$ cat config.mk
export PLATFORM = sky130hd
export DESIGN_NAME = execute_alu
export DESIGN_NICKNAME = d
export VERILOG_FILES = /design/src/rtl/execute_alu.sv
export SDC_FILE = /design/constraint.sdc
export NUM_CORES = 1
export LEC_CHECK = 0
export ABC_CLOCK_PERIOD_IN_PS = 2800
export BUFFER_PORTS_ARGS = -buffer_cell sky130_fd_sc_hd__buf_2
export CORE_AREA = 2 2 209 211
export DETAILED_ROUTE_END_ITERATION = 16
export DIE_AREA = 0 0 211 213
export PLACE_DENSITY_LB_ADDON = 0.08
export SYNTH_ARGS = -nofsm -noshare
export SYNTH_HDL_FRONTEND = slang
export SYNTH_SLANG_ARGS = --single-unit
$ cat constraint.sdc
create_clock -name clk -period 2.8 [get_ports clk]
set_input_delay 0 -clock clk [delete_from_list [all_inputs] [get_ports clk]]
set_output_delay 0 -clock clk [all_outputs]
set_load 0.05 [all_outputs]
$ cat src/rtl/execute_alu.sv
// Execute stage of the pipelined RV32I core: ALU, branch resolution and load/store request
// generation, with registered outputs and an optional serial shifter that stalls upstream.
module execute_alu #(
    parameter int unsigned BARREL_SHIFTER = 1
) (
    input  logic        clk,
    input  logic        resetn,
    input  logic        in_valid,
    input  logic        flush,
    input  logic [3:0]  alu_op,
    input  logic [2:0]  br_op,
    input  logic        is_load,
    input  logic        is_store,
    input  logic [1:0]  mem_size,
    input  logic [31:0] reg_op1,
    input  logic [31:0] reg_op2,
    input  logic [31:0] rs2_data,
    input  logic [31:0] imm,
    input  logic [31:0] pc,
    input  logic [5:0]  rd,
    output logic        busy_o,
    output logic [31:0] reg_data_o,
    output logic [5:0]  reg_id_o,
    output logic        reg_data_valid_o,
    output logic        branch_hit_o,
    output logic [31:0] branch_pc_o,
    output logic        mem_req_o,
    output logic        mem_we_o,
    output logic [31:0] mem_addr_o,
    output logic [31:0] mem_wdata_o,
    output logic [3:0]  mem_wstrb_o
);

    typedef enum logic {StIdle, StShift} state_t;

    localparam logic [3:0] OpAdd  = 4'd0;
    localparam logic [3:0] OpSub  = 4'd1;
    localparam logic [3:0] OpSll  = 4'd2;
    localparam logic [3:0] OpSlt  = 4'd3;
    localparam logic [3:0] OpSltu = 4'd4;
    localparam logic [3:0] OpXor  = 4'd5;
    localparam logic [3:0] OpSrl  = 4'd6;
    localparam logic [3:0] OpSra  = 4'd7;
    localparam logic [3:0] OpOr   = 4'd8;
    localparam logic [3:0] OpAnd  = 4'd9;
    localparam logic [2:0] BrJalr = 3'd7;

    state_t      state_q, state_d;
    logic [4:0]  cnt_q, cnt_d;
    logic [31:0] shreg_q, shreg_d;
    logic [3:0]  sh_op_q, sh_op_d;
    logic [5:0]  sh_rd_q, sh_rd_d;

    logic [31:0] reg_data_q, reg_data_d;
    logic [5:0]  reg_id_q, reg_id_d;
    logic        reg_valid_q, reg_valid_d;
    logic        branch_hit_q, branch_hit_d;
    logic [31:0] branch_pc_q, branch_pc_d;
    logic        mem_req_q, mem_req_d;
    logic        mem_we_q, mem_we_d;
    logic [31:0] mem_addr_q, mem_addr_d;
    logic [31:0] mem_wdata_q, mem_wdata_d;
    logic [3:0]  mem_wstrb_q, mem_wstrb_d;

    logic        accept;
    logic        serial_op;
    logic        is_jalr;
    logic        taken;
    logic [4:0]  shamt;
    logic [31:0] alu_res;
    logic [31:0] addr;
    logic [31:0] wdata;
    logic [3:0]  wstrb;
    logic [2:0]  step_amt;
    logic [31:0] shift_step;

    assign busy_o    = (state_q == StShift);
    assign accept    = in_valid && !flush && !busy_o;
    assign is_jalr   = (br_op == BrJalr);
    assign serial_op = (BARREL_SHIFTER == 0) &&
                       ((alu_op == OpSll) || (alu_op == OpSrl) || (alu_op == OpSra));
    assign shamt     = reg_op2[4:0];
    assign addr      = reg_op1 + imm;

    always_comb begin
        alu_res = '0;
        case (alu_op)
            OpAdd:   alu_res = reg_op1 + reg_op2;
            OpSub:   alu_res = reg_op1 - reg_op2;
            OpSll:   alu_res = reg_op1 << shamt;
            OpSlt:   alu_res = {31'd0, $signed(reg_op1) < $signed(reg_op2)};
            OpSltu:  alu_res = {31'd0, reg_op1 < reg_op2};
            OpXor:   alu_res = reg_op1 ^ reg_op2;
            OpSrl:   alu_res = reg_op1 >> shamt;
            OpSra:   alu_res = $signed(reg_op1) >>> shamt;
            OpOr:    alu_res = reg_op1 | reg_op2;
            OpAnd:   alu_res = reg_op1 & reg_op2;
            default: alu_res = '0;
        endcase
    end

    always_comb begin
        taken = 1'b0;
        case (br_op)
            3'd1:    taken = (reg_op1 == rs2_data);
            3'd2:    taken = (reg_op1 != rs2_data);
            3'd3:    taken = ($signed(reg_op1) < $signed(rs2_data));
            3'd4:    taken = !($signed(reg_op1) < $signed(rs2_data));
            3'd5:    taken = (reg_op1 < rs2_data);
            3'd6:    taken = !(reg_op1 < rs2_data);
            3'd7:    taken = 1'b1;
            default: taken = 1'b0;
        endcase
    end

    always_comb begin
        wdata = rs2_data;
        wstrb = 4'b1111;
        case (mem_size)
            2'd0: begin
                wdata = {4{rs2_data[7:0]}};
                wstrb = 4'b0001 << addr[1:0];
            end
            2'd1: begin
                wdata = {2{rs2_data[15:0]}};
                wstrb = 4'b0011 << {addr[1], 1'b0};
            end
            default: begin
                wdata = rs2_data;
                wstrb = 4'b1111;
            end
        endcase
    end

    // Serial shifter moves 4 bits per cycle while at least 4 remain, then 1 bit per cycle.
    always_comb begin
        step_amt   = (cnt_q >= 5'd4) ? 3'd4 : 3'd1;
        shift_step = shreg_q;
        case (sh_op_q)
            OpSll:   shift_step = shreg_q << step_amt;
            OpSrl:   shift_step = shreg_q >> step_amt;
            default: shift_step = $signed(shreg_q) >>> step_amt;
        endcase
    end

    always_comb begin
        state_d      = state_q;
        cnt_d        = cnt_q;
        shreg_d      = shreg_q;
        sh_op_d      = sh_op_q;
        sh_rd_d      = sh_rd_q;
        reg_data_d   = reg_data_q;
        reg_id_d     = reg_id_q;
        reg_valid_d  = 1'b0;
        branch_hit_d = 1'b0;
        branch_pc_d  = branch_pc_q;
        mem_req_d    = 1'b0;
        mem_we_d     = mem_we_q;
        mem_addr_d   = mem_addr_q;
        mem_wdata_d  = mem_wdata_q;
        mem_wstrb_d  = mem_wstrb_q;
        unique case (state_q)
            StIdle: begin
                if (accept && serial_op) begin
                    state_d = StShift;
                    shreg_d = reg_op1;
                    cnt_d   = shamt;
                    sh_op_d = alu_op;
                    sh_rd_d = rd;
                end else if (accept) begin
                    reg_data_d   = is_jalr ? (pc + 32'd4) : alu_res;
                    reg_id_d     = rd;
                    reg_valid_d  = ((alu_op <= OpAnd) || is_jalr) && !is_load && !is_store &&
                                   (rd != 6'd0);
                    branch_hit_d = taken;
                    branch_pc_d  = is_jalr ? (addr & ~32'd1) : (pc + imm);
                    mem_req_d    = is_load || is_store;
                    mem_we_d     = is_store;
                    mem_addr_d   = addr;
                    mem_wdata_d  = wdata;
                    mem_wstrb_d  = is_store ? wstrb : 4'b0000;
                end
            end
            StShift: begin
                if (flush) begin
                    state_d = StIdle;
                end else if (cnt_q == 5'd0) begin
                    state_d     = StIdle;
                    reg_data_d  = shreg_q;
                    reg_id_d    = sh_rd_q;
                    reg_valid_d = (sh_rd_q != 6'd0);
                end else begin
                    shreg_d = shift_step;
                    cnt_d   = cnt_q - {2'd0, step_amt};
                end
            end
            default: state_d = StIdle;
        endcase
    end

    always_ff @(posedge clk or negedge resetn) begin
        if (!resetn) begin
            state_q      <= StIdle;
            cnt_q        <= '0;
            shreg_q      <= '0;
            sh_op_q      <= '0;
            sh_rd_q      <= '0;
            reg_data_q   <= '0;
            reg_id_q     <= '0;
            reg_valid_q  <= 1'b0;
            branch_hit_q <= 1'b0;
            branch_pc_q  <= '0;
            mem_req_q    <= 1'b0;
            mem_we_q     <= 1'b0;
            mem_addr_q   <= '0;
            mem_wdata_q  <= '0;
            mem_wstrb_q  <= '0;
        end else begin
            state_q      <= state_d;
            cnt_q        <= cnt_d;
            shreg_q      <= shreg_d;
            sh_op_q      <= sh_op_d;
            sh_rd_q      <= sh_rd_d;
            reg_data_q   <= reg_data_d;
            reg_id_q     <= reg_id_d;
            reg_valid_q  <= reg_valid_d;
            branch_hit_q <= branch_hit_d;
            branch_pc_q  <= branch_pc_d;
            mem_req_q    <= mem_req_d;
            mem_we_q     <= mem_we_d;
            mem_addr_q   <= mem_addr_d;
            mem_wdata_q  <= mem_wdata_d;
            mem_wstrb_q  <= mem_wstrb_d;
        end
    end

    assign reg_data_o       = reg_data_q;
    assign reg_id_o         = reg_id_q;
    assign reg_data_valid_o = reg_valid_q;
    assign branch_hit_o     = branch_hit_q;
    assign branch_pc_o      = branch_pc_q;
    assign mem_req_o        = mem_req_q;
    assign mem_we_o         = mem_we_q;
    assign mem_addr_o       = mem_addr_q;
    assign mem_wdata_o      = mem_wdata_q;
    assign mem_wstrb_o      = mem_wstrb_q;

endmodule

# After elaboration in Yosys (flattened, before gate mapping)
# Index checks and enable logic that the tools add are counted.
# totals
reg_bits	180
inputBits	181
out_inout_bits	143
word_cells	109
# op_classes
addsub	6
magnitude_cmp	6
n_eq_ne	23
shift	6
mux	31
bitwise	4
reduce_logical	20
# op_table
operator	n
case mux 32 bit (10 select lines)	1
2-to-1 mux 32 bit	8
< comparator 32 bit	4
case mux 32 bit (2 select lines)	2
adder 32 bit	3
adder 32 x 3 -> 32 bit (second input constant)	1
AND 32 bit	1
== test 32 bit	1
!= test 32 bit	1
OR 32 bit	1
<< shifter 32 x 5 -> 32 bit	1
>> shifter 32 x 5 -> 32 bit	1
>>> shifter 32 x 3 -> 32 bit	1
>>> shifter 32 x 5 -> 32 bit	1
subtractor 32 bit	1
bitwise XOR 32 bit	1
2-to-1 mux 6 bit	3
== test 4 x 3 -> 1 bit (second input constant)	4
2-to-1 mux 5 bit	3
== test 3 bit (second input constant)	4
case mux 6 bit (2 select lines)	1
== test 4 x 2 -> 1 bit (second input constant)	2
== test 4 bit (second input constant)	2
case mux 4 bit (2 select lines)	1
26 further kinds	47

# Depth between registers and ports, before layout
# logic_depth
word_depth	7
depth_mapped	17
mapped_depth_nobuf	14

# Worst setup path after synthesis
# OpenSTA, ideal clock, no wires.
# synth_path
path_kind	in2reg
startpoint	input reg_op2[2]
endpoint	register reg_data_q[24] (netlist: reg_data_o[24])
setup_time_ns	0.131
t_arrival_ns	3.620
required_ns	2.669
slack_ns	-0.951
stages	17
path_buffers	5
cell_sequence	buf_2 -> inv_2 -> buf_1 -> buf_2 -> buf_2 -> ha_1 -> buf_2 -> a21o_1 -> a221oi_4 -> o21ai_1 -> a31o_1 -> a41o_1 -> a221o_1 -> a221o_1 -> xnor2_1 -> a22oi_1 -> a21oi_1
# synth_via
elab_chain_len	5
word_cells_on_any_way	9
cone_classes	add/sub (2); shift (3); mux (4)
# synth_rtl
item	line	rtl
start: declaration	16	input logic [31:0] reg_op2,
subtractor 32 bit, or another cell as far along	89	OpSub: alu_res = reg_op1 - reg_op2;
case mux 32 bit (10 select lines) (*)	87	case (alu_op)
2-to-1 mux 32 bit (*)	171	reg_data_d = is_jalr ? (pc + 32'd4) : alu_res;
2-to-1 mux 32 bit (*)	170	end else if (accept) begin
case mux 32 bit (2 select lines) (*)	162	unique case (state_q)
end signal: assignment	224	reg_data_q <= reg_data_d;
end: declaration	54	logic [31:0] reg_data_q, reg_data_d;
# Every way passes the cells marked *; elsewhere a longest branch is shown, timed or not. The select of a mux whose other input is x is not followed.
# A chain may end at the register's enable or synchronous reset.

# Worst setup path in the final report
# layout_path
startpoint	input reg_op1[1]
endpoint	register reg_data_q[19] (netlist: reg_data_o[19])
# layout_via
elab_chain_len	5
word_cells_on_any_way	9
cone_classes	add/sub (2); shift (3); mux (4)
# layout_rtl
item	line	rtl
start: declaration	15	input logic [31:0] reg_op1,
subtractor 32 bit, or another cell as far along	89	
case mux 32 bit (10 select lines) (*)	87	
2-to-1 mux 32 bit (*)	171	
2-to-1 mux 32 bit (*)	170	
case mux 32 bit (2 select lines) (*)	162	
# Marks and branches as above.

==> metrics.txt <==
outcome=finished, final reports clean; vias in the first global route=24900; syn_area_per_cell=7.69 um2; sequential fraction of the synthesis area=21.3%; drt pass-1 iters=8; pin count of the biggest net entering global routing=106; First DRT Iteration DRCs=3482; top-count cell post-synth=nand2_1; Seq cells post-synth=179; min-delay worst type=input pin to asynchronous set/reset pin; worst skew pair latency=490 ps; kind of end point of the critical path=register; Area contributors post-synth=dfrtp_1 (21%), ha_1 (12%), o21ai_0 (6.3%), a21oi_1 (6.2%), nand2_1 (5.7%); NumNets Final=3776; Routed WL=103 mm; area delta synth->final=30.3%; Final Hold Viols=0; H-Tree Depth=4; Num Clock Sinks=179; CP required=3170 ps; Slew Viols, Final=0; clk slew on worst S/H paths=80 ps; placer congestion estimate=1.07; Lkg Pwr=13.2 nW; GRT Total Usage=45.0%; Setup TNS=0 ps; RSZ-0062 raised after global routing=true; first-pass GRT wire length=152 mm; root buf cell=clkbuf_16; TritonCTS clock tree=done; CP Cell Sequence=buf_2 > inv_1 > ha_1 > or2_2 > a221oi_1 > buf_4 > o41ai_2 > a211oi_2 > buf_4 > o211ai_1 > nor2b_1 > a211oi_1 > a21oi_1 > nor4b_1 > buf_4 > o21ai_0; Min Hold Slack=25.3 ps; commonest register cell after synthesis=dfrtp_1; initial antenna violation count=5; final worst slack=44.9 ps; Worst VDD drop=0.732 mV; Vias/cell=6.49; top cells by count, synth=nand2_1 (322), o21ai_0 (264), a21oi_1 (262); Worst Path Max Fanout=5; max_slew headroom=37.1%; Filler cells=3662; Ports=324; max cap viols=0; Die Width=211 um; Final min period=2760 ps; Total Power=12.8 mW; row count=76; clk_skew=22.1 ps; hpwl dp=79.5 mm; Seq. cell area=4480 um2; top cell type's share of synthesized area=21.3%; CP max stage cell=a221oi_1; initial core utilization=49.3%; Most common cell on crit path=buf_4; EDFF count, synth=0; ys async rst share=100%; wire length per cell=25.9 um; DRC errors left=0; Synth Instances=2737; Synth cell types=87; full die area=44900 um2; crit share post-route=98.4%; share of layout cells above drive strength 1=26.5%; Yosys top cell by area=dfrtp_1; gr ovfl total=0; Final setup viols=0; fmax=363 MHz; chip height=213 um; Power per Cell Area=467 nW/um2; Post-DRT Antenna Nets=0; Post-Syn Nets=3120; CTS buffer count=17; Worst path max stage delay=370 ps; core box area=42700 um2; synthesized area=21000 um2; worst slack at placement=-631 ps; Worst Path Arrival=3130 ps; Crit Path Class=input pin to register; CP Launch Type=input pin; worst-margin pin slew=939 ps; IO buf count=323; vias=25700; multi-input logic area=15500 um2; Final Core Density=64.2%; Synth warnings=0; Max Buffers Root-to-Sink=2
[power breakdown]
| part | switching, mW | internal [mW] |
|---|---|---|
| Clock | 1.27 | 1.39 |
| Sequential | 0.339 | 3.03 |
| Combinational | 4.43 | 2.34 |
[final timing paths]
path | start | to | slack [ps] | depth (start not counted)
min in group clk | pc[10] | reg_data_o[10]$_DFFE_PN0P_ | 70 | 4
worst min-delay path | resetn | shreg_q[19]$_DFFE_PN0P_ | 30 | 2
worst max-delay path | reg_op1[1] | reg_data_o[19]$_DFFE_PN0P_ | 40 | 16
worst min register to register | reg_data_o[16]$_DFFE_PN0P_ | reg_data_o[16]$_DFFE_PN0P_ | 480 | 2
max in group asynchronous | resetn | mem_wdata_o[13]$_DFFE_PN0P_ | 1980 | 3
worst max register to register | cnt_q[3]$_DFFE_PN0P_ | cnt_q[4]$_DFFE_PN0P_ | 80 | 7
[placed cells by master, fill, tap and decap left out, types with 17 or more instances in the layout]
cell type      netlist  final
a211oi_1            44     41
a21o_1              48     48
a21oi_1            262    259
a221oi_1            27     26
a31oi_1             26     25
and3_1              23     22
buf_2               21    321
buf_4                2    417
clkbuf_16            0     17
dfrtp_1            179    179
dlygate4sd3_1        0     54
ha_1               198    197
inv_1              140    140
mux2i_1             98     98
mux4_2              45     45
nand2_1            322    321
nand3_1             39     38
nand4_1             24     24
nor2_1             256    255
nor2b_1             23     23
nor3_1              49     48
o211ai_1            41     41
o21a_1              18     18
o21ai_0            264    263
o21bai_1            23     23
o221ai_1            17     17
o22ai_1             17     17
o31ai_1             24     22
xnor2_1             51     51
xor2_1              41     41
[metrics by stage]
step,instance area [um2],instances
2_1_floorplan,21200,2737
3_3_place_gp,26200,3864
3_5_place_dp,26200,3864
4_1_cts,27300,3950
5_1_grt,27400,3953
6_report,27400,3955
[what timing repair did]
item	4_1_cts	5_1_grt
gates resized for setup	2	12
hold endpoints to repair	212	0
buffers inserted	0	2
hold buffers	54	0
pin swaps	0	4
setup endpoints to repair	5	13
[flip-flops by register name (all words and copies together) (netlist names)]
name              cells
mem_wstrb_o           4
mem_wdata_o          32
reg_data_valid_o      1
mem_req_o             1
branch_hit_o          1
busy_o                1
reg_id_o              6
branch_pc_o          32
mem_addr_o           32
mem_we_o              1
cnt_q                 5
reg_data_o           32
shreg_q              31
[kinds of logic after synthesis]
group / share of synthesized area, %
compound gates: 28.7
xor+xnor: 3.83
fa+ha+maj: 12.2
buf+inv: 5.92
flops: 21.3
mux: 10.3
simple gates: 17.8
[critical path: cells and delay by family]
family | cells | cell delay [ps]
AOI/OAI and AO/OA | 7 | 1230
and+or+nand+nor | 3 | 860
buffers and inverters | 5 | 710
adders and majority gates | 1 | 310
[routing by layer]
metal	up-vias	part of all wire (%)	track usage, %
met2	1804	43	68.8
met5	-	0.0098	0
li1	11400	-	-
met1	12100	39	58.2
met4	2	6.0	23.7
met3	363	12	12.1
[cell type report]
class | count | area share, %
diodes | 3 | 0.0274
clock buffers | 18 | 1.60
clock inverters | 14 | 0.671
inverters | 147 | 2.06
multi-input cells | 2239 | 56.4
flip-flops and latches | 179 | 16.3
well taps | 546 | 2.49
repair buffers | 809 | 20.4
No activity file was read; power rests on OpenSTA's default activity.
